**src/rtl/clk_monitor.sv**
```systemverilog
// Frequency and liveness monitor for a PLL output clock, sampled as plain data in the clkref domain.
// Counts synchronised rising edges per fixed window and reports lock, stall and a sticky fault.
module clk_monitor #(
  parameter int WINDOW       = 1000,
  parameter int EXPECTED     = 200,
  parameter int TOL          = 2,
  parameter int GOOD_WINDOWS = 4,
  parameter int STALL_CYCLES = 16,
  parameter int CNT_W        = 16
) (
  input  logic             clkref,
  input  logic             rst_n,
  input  logic             mon_clk,
  input  logic             fault_clr,
  output logic             locked,
  output logic             stalled,
  output logic             fault,
  output logic             meas_valid,
  output logic [CNT_W-1:0] meas_count,
  output logic             state_dbg
);
  localparam int WIN_W   = (WINDOW > 1) ? $clog2(WINDOW) : 1;
  localparam int STALL_W = $clog2(STALL_CYCLES + 1);
  localparam int RUN_W   = $clog2(GOOD_WINDOWS + 1);

  localparam logic [31:0]        LO_BOUND  = (EXPECTED > TOL) ? EXPECTED - TOL : 0;
  localparam logic [31:0]        HI_BOUND  = EXPECTED + TOL;
  localparam logic [WIN_W-1:0]   WIN_LAST  = WIN_W'(WINDOW - 1);
  localparam logic [STALL_W-1:0] STALL_MAX = STALL_W'(STALL_CYCLES);
  localparam logic [RUN_W-1:0]   RUN_MAX   = RUN_W'(GOOD_WINDOWS);

  typedef enum logic {ACQUIRE = 1'b0, LOCKED = 1'b1} state_e;

  // meas_valid is a one-cycle strobe qualifying meas_count; there is no back-pressure.
  logic               sync1_q, sync2_q, dly_q;
  logic [WIN_W-1:0]   win_q, win_d;
  logic [CNT_W-1:0]   edge_cnt_q, edge_cnt_d, cnt_final;
  logic [STALL_W-1:0] stall_cnt_q, stall_cnt_d;
  logic [RUN_W-1:0]   good_run_q, good_run_d;
  logic [CNT_W-1:0]   meas_count_q;
  logic               meas_valid_q;
  logic               fault_q, fault_d;
  state_e             state_q, state_d;
  logic               edge_det, close_win, good, stall_now, set_fault;
  logic [31:0]        cnt_ext;

  assign edge_det  = sync2_q & ~dly_q;
  assign close_win = (win_q == WIN_LAST);
  assign win_d     = close_win ? '0 : win_q + WIN_W'(1);

  // An edge seen on the close cycle still belongs to the window being closed.
  assign cnt_final  = (edge_det && (edge_cnt_q != '1)) ? edge_cnt_q + CNT_W'(1) : edge_cnt_q;
  assign edge_cnt_d = close_win ? '0 : cnt_final;
  assign cnt_ext    = 32'(cnt_final);
  assign good       = (cnt_ext >= LO_BOUND) && (cnt_ext <= HI_BOUND);

  assign stall_cnt_d = edge_det ? '0 :
                       (stall_cnt_q == STALL_MAX) ? stall_cnt_q : stall_cnt_q + STALL_W'(1);
  assign stalled     = (stall_cnt_q == STALL_MAX);
  // Stall is acted on at the same edge the counter saturates, and held while it stays there.
  assign stall_now   = (stall_cnt_d == STALL_MAX) || stalled;

  always_comb begin
    state_d    = state_q;
    good_run_d = good_run_q;
    fault_d    = fault_q;
    set_fault  = 1'b0;
    if (close_win) begin
      if (good) good_run_d = (good_run_q == RUN_MAX) ? good_run_q : good_run_q + RUN_W'(1);
      else      good_run_d = '0;
    end
    case (state_q)
      ACQUIRE: if (close_win && good && (good_run_d == RUN_MAX)) state_d = LOCKED;
      LOCKED: begin
        if (close_win && !good) begin
          state_d   = ACQUIRE;
          set_fault = 1'b1;
        end
      end
      default: state_d = ACQUIRE;
    endcase
    if (stall_now) begin
      good_run_d = '0;
      state_d    = ACQUIRE;
      if (state_q == LOCKED) set_fault = 1'b1;
    end
    if (fault_clr) fault_d = 1'b0;
    if (set_fault) fault_d = 1'b1;
  end

  always_ff @(posedge clkref or negedge rst_n) begin
    if (!rst_n) begin
      state_q    <= ACQUIRE;
      good_run_q <= '0;
      fault_q    <= 1'b0;
    end else begin
      state_q    <= state_d;
      good_run_q <= good_run_d;
      fault_q    <= fault_d;
    end
  end

  always_ff @(posedge clkref or negedge rst_n) begin
    if (!rst_n) begin
      sync1_q      <= 1'b0;
      sync2_q      <= 1'b0;
      dly_q        <= 1'b0;
      win_q        <= '0;
      edge_cnt_q   <= '0;
      stall_cnt_q  <= '0;
      meas_valid_q <= 1'b0;
      meas_count_q <= '0;
    end else begin
      sync1_q      <= mon_clk;
      sync2_q      <= sync1_q;
      dly_q        <= sync2_q;
      win_q        <= win_d;
      edge_cnt_q   <= edge_cnt_d;
      stall_cnt_q  <= stall_cnt_d;
      meas_valid_q <= close_win;
      if (close_win) meas_count_q <= cnt_final;
    end
  end

  assign locked     = (state_q == LOCKED);
  assign fault      = fault_q;
  assign meas_valid = meas_valid_q;
  assign meas_count = meas_count_q;
  assign state_dbg  = (state_q == LOCKED);

endmodule

```
**config.mk**
```make
export PLATFORM = sky130hd
export DESIGN_NAME = clk_monitor
export DESIGN_NICKNAME = d
export VERILOG_FILES = /design/src/rtl/clk_monitor.sv
export SDC_FILE = /design/constraint.sdc
export NUM_CORES = 1
export LEC_CHECK = 0
export CAP_MARGIN = 20
export CORE_UTILIZATION = 40
export CTS_CLUSTER_DIAMETER = 80
export DETAILED_ROUTE_END_ITERATION = 6
export HOLD_SLACK_MARGIN = 0.06
export PLACE_DENSITY = 0.7
export SYNTH_ARGS = -nofsm -noshare
export SYNTH_HDL_FRONTEND = slang
export SYNTH_SLANG_ARGS = --single-unit
```
**constraint.sdc**
```tcl
create_clock -name clkref -period 3 [get_ports clkref]
set_input_delay 0.6 -clock clkref [delete_from_list [all_inputs] [get_ports clkref]]
set_output_delay 0.6 -clock clkref [all_outputs]
set_load 0.1 [all_outputs]
```
======== Yosys cells after proc, flatten, opt, wreduce, memory -nomap -nowiden ========
Index checks and enable logic that the tools add are counted.
operators by class
  bitwise gates (word level) .............. 3
  add/subtract/negate cells ............... 4
  order comparisons ....................... 2
  equal/unequal tests ..................... 6
  mux-type cells .......................... 19
  reduce and logical (&&, ||, !) cells .... 8
operators with widths
  operator                                               count
  two-way mux 16 bit                                     2
  adder 16 x 1 -> 16 bit (second input constant)         1
  >= comparator 16 x 8 -> 1 bit (second input constant)  1
  <= comparator 16 x 8 -> 1 bit (second input constant)  1
  inequality test 16 bit (second input constant)         1
  two-way mux 3 bit                                      4
  adder 10 x 1 -> 10 bit (second input constant)         1
  == test 10 bit (second input constant)                 1
  == test 5 bit (second input constant)                  2
  two-way mux 10 bit                                     1
  two-way mux 5 bit                                      2
  two-way mux 1 bit                                      9
  == test 3 bit (second input constant)                  2
  adder 5 x 1 -> 5 bit (second input constant)           1
  logical AND 1 bit                                      5
  adder 3 x 1 -> 3 bit (second input constant)           1
  inverter 1 bit                                         2
  one-hot mux 1 bit (2 select lines)                     1
  nonzero test 2 bit                                     1
  AND 1 bit                                              1
  logical NOT 1 bit                                      1
  logical OR 1 bit                                       1
storage, ports and cells
  flip-flop bits (word level) ............. 56
  output and inout port bits .............. 21
  word-level logic and storage cells ...... 53
  bits of input ports ..................... 4

======== Logic depth before layout (Yosys ltp) ========
  depth in word-level cells ............... 13
  depth in mapped cells ................... 10
  depth with buffers taken out ............ 9

======== Least setup slack after synthesis ========
OpenSTA, ideal clock, no wires.
  kind .................................... register to register
  start ................................... reg stall_cnt_q[0]
  end ..................................... reg fault_q (netlist: fault)
  setup slack ............................. 263 ps
  stages on the path, launching flop included .. 11
  data arrival time ....................... 2,667 ps
  period minus slack after synthesis ...... 2,737 ps
  path buffers ............................ 1
  data required time ...................... 2,930 ps
  cells stage by stage .................... dfrtp_1 > inv_1 > ha_1 > nor4bb_1 > clkbuf_1 > mux2i_1 > nor2_1 > nor3_1 > a21o_1 > a21oi_1 > nand2_1
on the way
  longest elaborated chain between the ends .. 7
  elaborated cells between the ends (all ways) .. 9
RTL lines
  item                                                     line  RTL
  from (decl)                                              38    logic [STALL_W-1:0] stall_cnt_q, stall_cnt_d;
  from (signal assigned)                                   119   stall_cnt_q <= stall_cnt_d;
  == test 5 bit (*)                                        59    assign stalled = (stall_cnt_q == STALL_MAX);
  named net stalled                                        16    output logic stalled,
  two-way mux 5 bit (*)                                    58    (stall_cnt_q == STALL_MAX) ? stall_cnt_q : stall_cnt_q + STALL_W'(1);
  two-way mux 5 bit (*)                                    57    assign stall_cnt_d = edge_det ? '0 :
  named net stall_cnt_d[1]                                 38
  == test 5 bit (*)                                        61    assign stall_now = (stall_cnt_d == STALL_MAX) || stalled;
  logical OR 1 bit (*)                                     61
  two-way mux 1 bit (*)                                    82    if (stall_now) begin
  two-way mux 1 bit or nonzero test 2 bit (tied branches)  --
  to (signal assigned)                                     99    fault_q <= fault_d;
  to (decl)                                                42    logic fault_q, fault_d;
The timed path passes the listed nets; every way through them passes the cells marked *.
A chain may end at the register's enable or synchronous reset.

======== Worst setup path in the final report ========
  start ................................... reg edge_cnt_q[0]
  end ..................................... reg good_run_q[2]
on the way
  longest elaborated chain between the ends .. 8
  elaborated cells between the ends (all ways) .. 10
RTL lines
  item                                                                            line  RTL
  from (decl)                                                                     37    logic [CNT_W-1:0] edge_cnt_q, edge_cnt_d, cnt_final;
  from (signal assigned)                                                          118   edge_cnt_q <= edge_cnt_d;
  parallel branches: the longest is 2 deep, another holds adder 16 x 1 -> 16 bit  --
  two-way mux 16 bit (*)                                                          52    assign cnt_final = (edge_det && (edge_cnt_q != '1)) ? edge_cnt_q + CNT_W'(1) : edge_cnt_q;
  >= comparator 16 x 8 -> 1 bit or <= comparator 16 x 8 -> 1 bit (tied branches)  55    assign good = (cnt_ext >= LO_BOUND) && (cnt_ext <= HI_BOUND);
  logical AND 1 bit (*)                                                           55
  two-way mux 3 bit (*)                                                           69    if (good) good_run_d = (good_run_q == RUN_MAX) ? good_run_q : good_run_q + RUN_W'(1);
  two-way mux 3 bit (*)                                                           68    if (close_win) begin
  two-way mux 3 bit (*)                                                           82
  named net good_run_d[2]                                                         39    logic [RUN_W-1:0] good_run_q, good_run_d;
  to (signal assigned)                                                            98    good_run_q <= good_run_d;
  to (decl)                                                                       39
Mark *: on every way through the listed nets, which the timed path passes.

==> impl_metrics.toml <==
[clocking]
cts_resized = 0
insertion_delay_ps = 320
cts_hold_buf = 0
cts_tree = "yes"
clkTransAtPathRegs_ps = 100
htree_levels = 2
cts.root.buffer_cell = "clkbuf_8"
cts_buffer_depth = 2
cts_setup_buffers = 0
cts.sinks = 56
cts_made_buffers = 5

[setup_path]
crit_type = "flip-flop to flip-flop"
crit_path_start = "edge_cnt_q[0]$_DFF_PN0_"
critPathMaxFanout = 7
regToRegEndpoint = "good_run_q[2]$_DFF_PN0_"
crit_required_ps = 3240
reg2regPathDepth = 8
cpMostUsedCell = "nand3_2"
endpoint_kind = "flip-flop"
cpMaxStageDelayCell = "dfrtp_1"
worstPathArrival_ps = 2770
crit_buf_inv = 0
crit_chain = "ha_1, and3_1, nand3_2, nor4_1, o211ai_1, and4b_4, nand3_2, a211oi_2"
reg2reg_slack_ps = 470
critPathLaunchType = "flip-flop"
r2r_start = "edge_cnt_q[0]$_DFF_PN0_"
cpPeakStageDelay_ps = 460
cp_top_family = "simple AND/OR/NAND/NOR gates"

[final_layout]
layout.cells.non_filler = 417
multi_input_area_um2 = 1390
layout_common_cells = "56 x dfrtp_1, 37 x nor2_1, 36 x nand2_1"
nFillCells = 681
seq_area_um2 = 1400
antenna_cells = 0
area_growth_syn_to_layout_pct = 12.4
nets = 330
post_route_cells_drive_above_1_share_pct = 14.6
layout_commonest_cell = "dfrtp_1"

[synthesis]
synthesis.nets = 309
synth_cell_types = 49
synth-compound-area-share_pct = 10.2
synth-xor-area-share_pct = 8.17
yosysWarnings = 0
yosys_register_bits = 56
syn_area_um2 = 2890
muxShareOfSynthArea_pct = 2.51
synthFlopType = "dfrtp_1"
yosys.area.top_type_share_pct = 48.4
synth_simple_gate_area_share_pct = 24.6
syn_avg_cell_area_um2 = 9.68
ys_seq_area_share_pct = 48.4
async_reset_ff_share_pct = 100
synth_edf_count = 0
yosys.area.top_type = "dfrtp_1"
synth_cells = 299
synth-adder-area-share_pct = 2.59
synth_area_leaders = "dfrtp_1 48%, xnor2_1 5.8%, nor2_1 4.8%"
synth_top_family_by_area = "simple AND/OR/NAND/NOR gates"

[global_routing]
grt_start_max_net_pins = 42
grt_pass1_vias = 2058
antenna_found_initial = 0
grt_pass1_wl_um = 9690
grt_usage_pct = 16.2
grt_overflow = 0

[detailed_routing]
drcViolationCount = 0
drt_first_iter_violations = 163
drtPass1Iterations = 4
wl_um = 5540
viasPerCell = 5.18
wl_per_cell_um = 13.3
drtAntennaViolNets = 0
vias = 2158

[floorplanning]
fp.dieH_um = 87.1
die_w_um = 87.1
die_area_um2 = 7580
io_pins = 25
start_util_pct = 41.9
num_rows = 30
placeableCoreArea_um2 = 6910

[sta]
finalHoldViolations = 0
fin_ws_ps = 471
rsz0062_at_grt = "no"
fin_skew_ps = 7.27
fin_crit_ps = 2530
drv_slew = 0
worstMarginPinSlew_ps = 910
maxSlewHeadroom_pct = 39.3
fmax_mhz = 395
finalSetupTns_ps = 0
fin_crit_sh_pct = 84.3
report.final.setup_viol = 0

[power]
p_leak_nw = 1.45
powerDensity_nw_per_um2 = 512
peakVddDrop_uv = 321

[hold_path]
whs_path_depth = 0
hold_path_end = "sync2_q$_DFF_PN0_"
min-delay-start = "sync1_q$_DFF_PN0_"
hold_path_class = "flip-flop to flip-flop"

[placed_design]
port_buffers = 24
place_inst = 409
post-place-ws_ps = 537
dpl.hpwl_um = 3930
gp_congestion = 0.899

[job]
drv_cap = 0

[run_status]
outcome = "completed"
state kept, by name (all words and copies together) (netlist names):
name	count
locked	1
stall_cnt_q	5
meas_valid	1
meas_count	16
sync2_q	1
good_run_q	3
win_q	10
fault	1
sync1_q	1
edge_cnt_q	16
dly_q	1
per-stage QoR:
| step | power, mW | hold WS (ps) | cell area (µm²) | utilization, % |
|---|---|---|---|---|
| floorplan | 1.18 | 304 | 2890 | - |
| global placement | 1.24 | 335 | 3160 | 45.8 |
| detailed placement | 1.26 | 352 | 3160 | 45.8 |
| CTS | 1.68 | 377 | 3250 | 47.1 |
| global route | 1.77 | 389 | 3250 | 47.1 |
| finish | 1.67 | 373 | 3250 | 47.1 |
final cells by class:
| type | instances | share of cell area [%] |
|---|---|---|
| inverters | 6 | 0.692 |
| clock inverters | 3 | 0.692 |
| clock buffers | 5 | 2.12 |
| repair buffers | 28 | 6.92 |
| flip-flops and latches | 56 | 43.1 |
| multi-input cells | 223 | 42.8 |
| well taps | 96 | 3.69 |
layer usage:
layer,GRT usage [%],up-vias,wire (µm)
li1,-,1076,-
met1,23.9,1024,2770
met2,24.3,51,2440
met3,2.65,7,266
met4,5.00,0,61
met5,0,-,0
synthesized netlist by cell type, types with 3 or more instances:
library cell and number:
and3_1 7, inv_1 5, and4_1 5, nand2_1 36, xnor2_1 19, a21oi_1 10, clkbuf_1 8, xor2_1 8
mux2i_1 5, a211oi_2 3, nor2_1 37, nor2b_1 4, ha_1 6, nor3_1 7, o21ai_1 10, o211ai_1 3
o21ai_0 12, nand4_1 3, dfrtp_1 56, nand3_1 15
power by group:
group	internal (mW)	leakage [nW]	total, mW	switching [mW]
clock	0.168	0.0485	0.421	0.253
combinational	0.151	0.656	0.340	0.189
sequential	0.815	0.747	0.905	0.0908
worst max path at each step:
stage                               to  slack, ps  cells after the start
2_1_floorplan        fault$_DFFE_PN0P_        260                     10
3_3_place_gp          locked$_DFF_PN0_        560                      8
3_5_place_dp   good_run_q[2]$_DFF_PN0_        540                      8
4_1_cts        good_run_q[2]$_DFF_PN0_        470                      8
5_1_grt        good_run_q[1]$_DFF_PN0_        270                      8
6_report       good_run_q[2]$_DFF_PN0_        470                      8
cell families after synthesis:
group / after synthesis
AO/OA/AOI/OAI: 47
adder cells (fa/ha/maj): 6
XOR/XNOR: 27
AND/OR/NAND/NOR: 136
flip-flops: 56
buffers and inverters: 20
multiplexers: 7
Power figures use the tool's default switching activity.
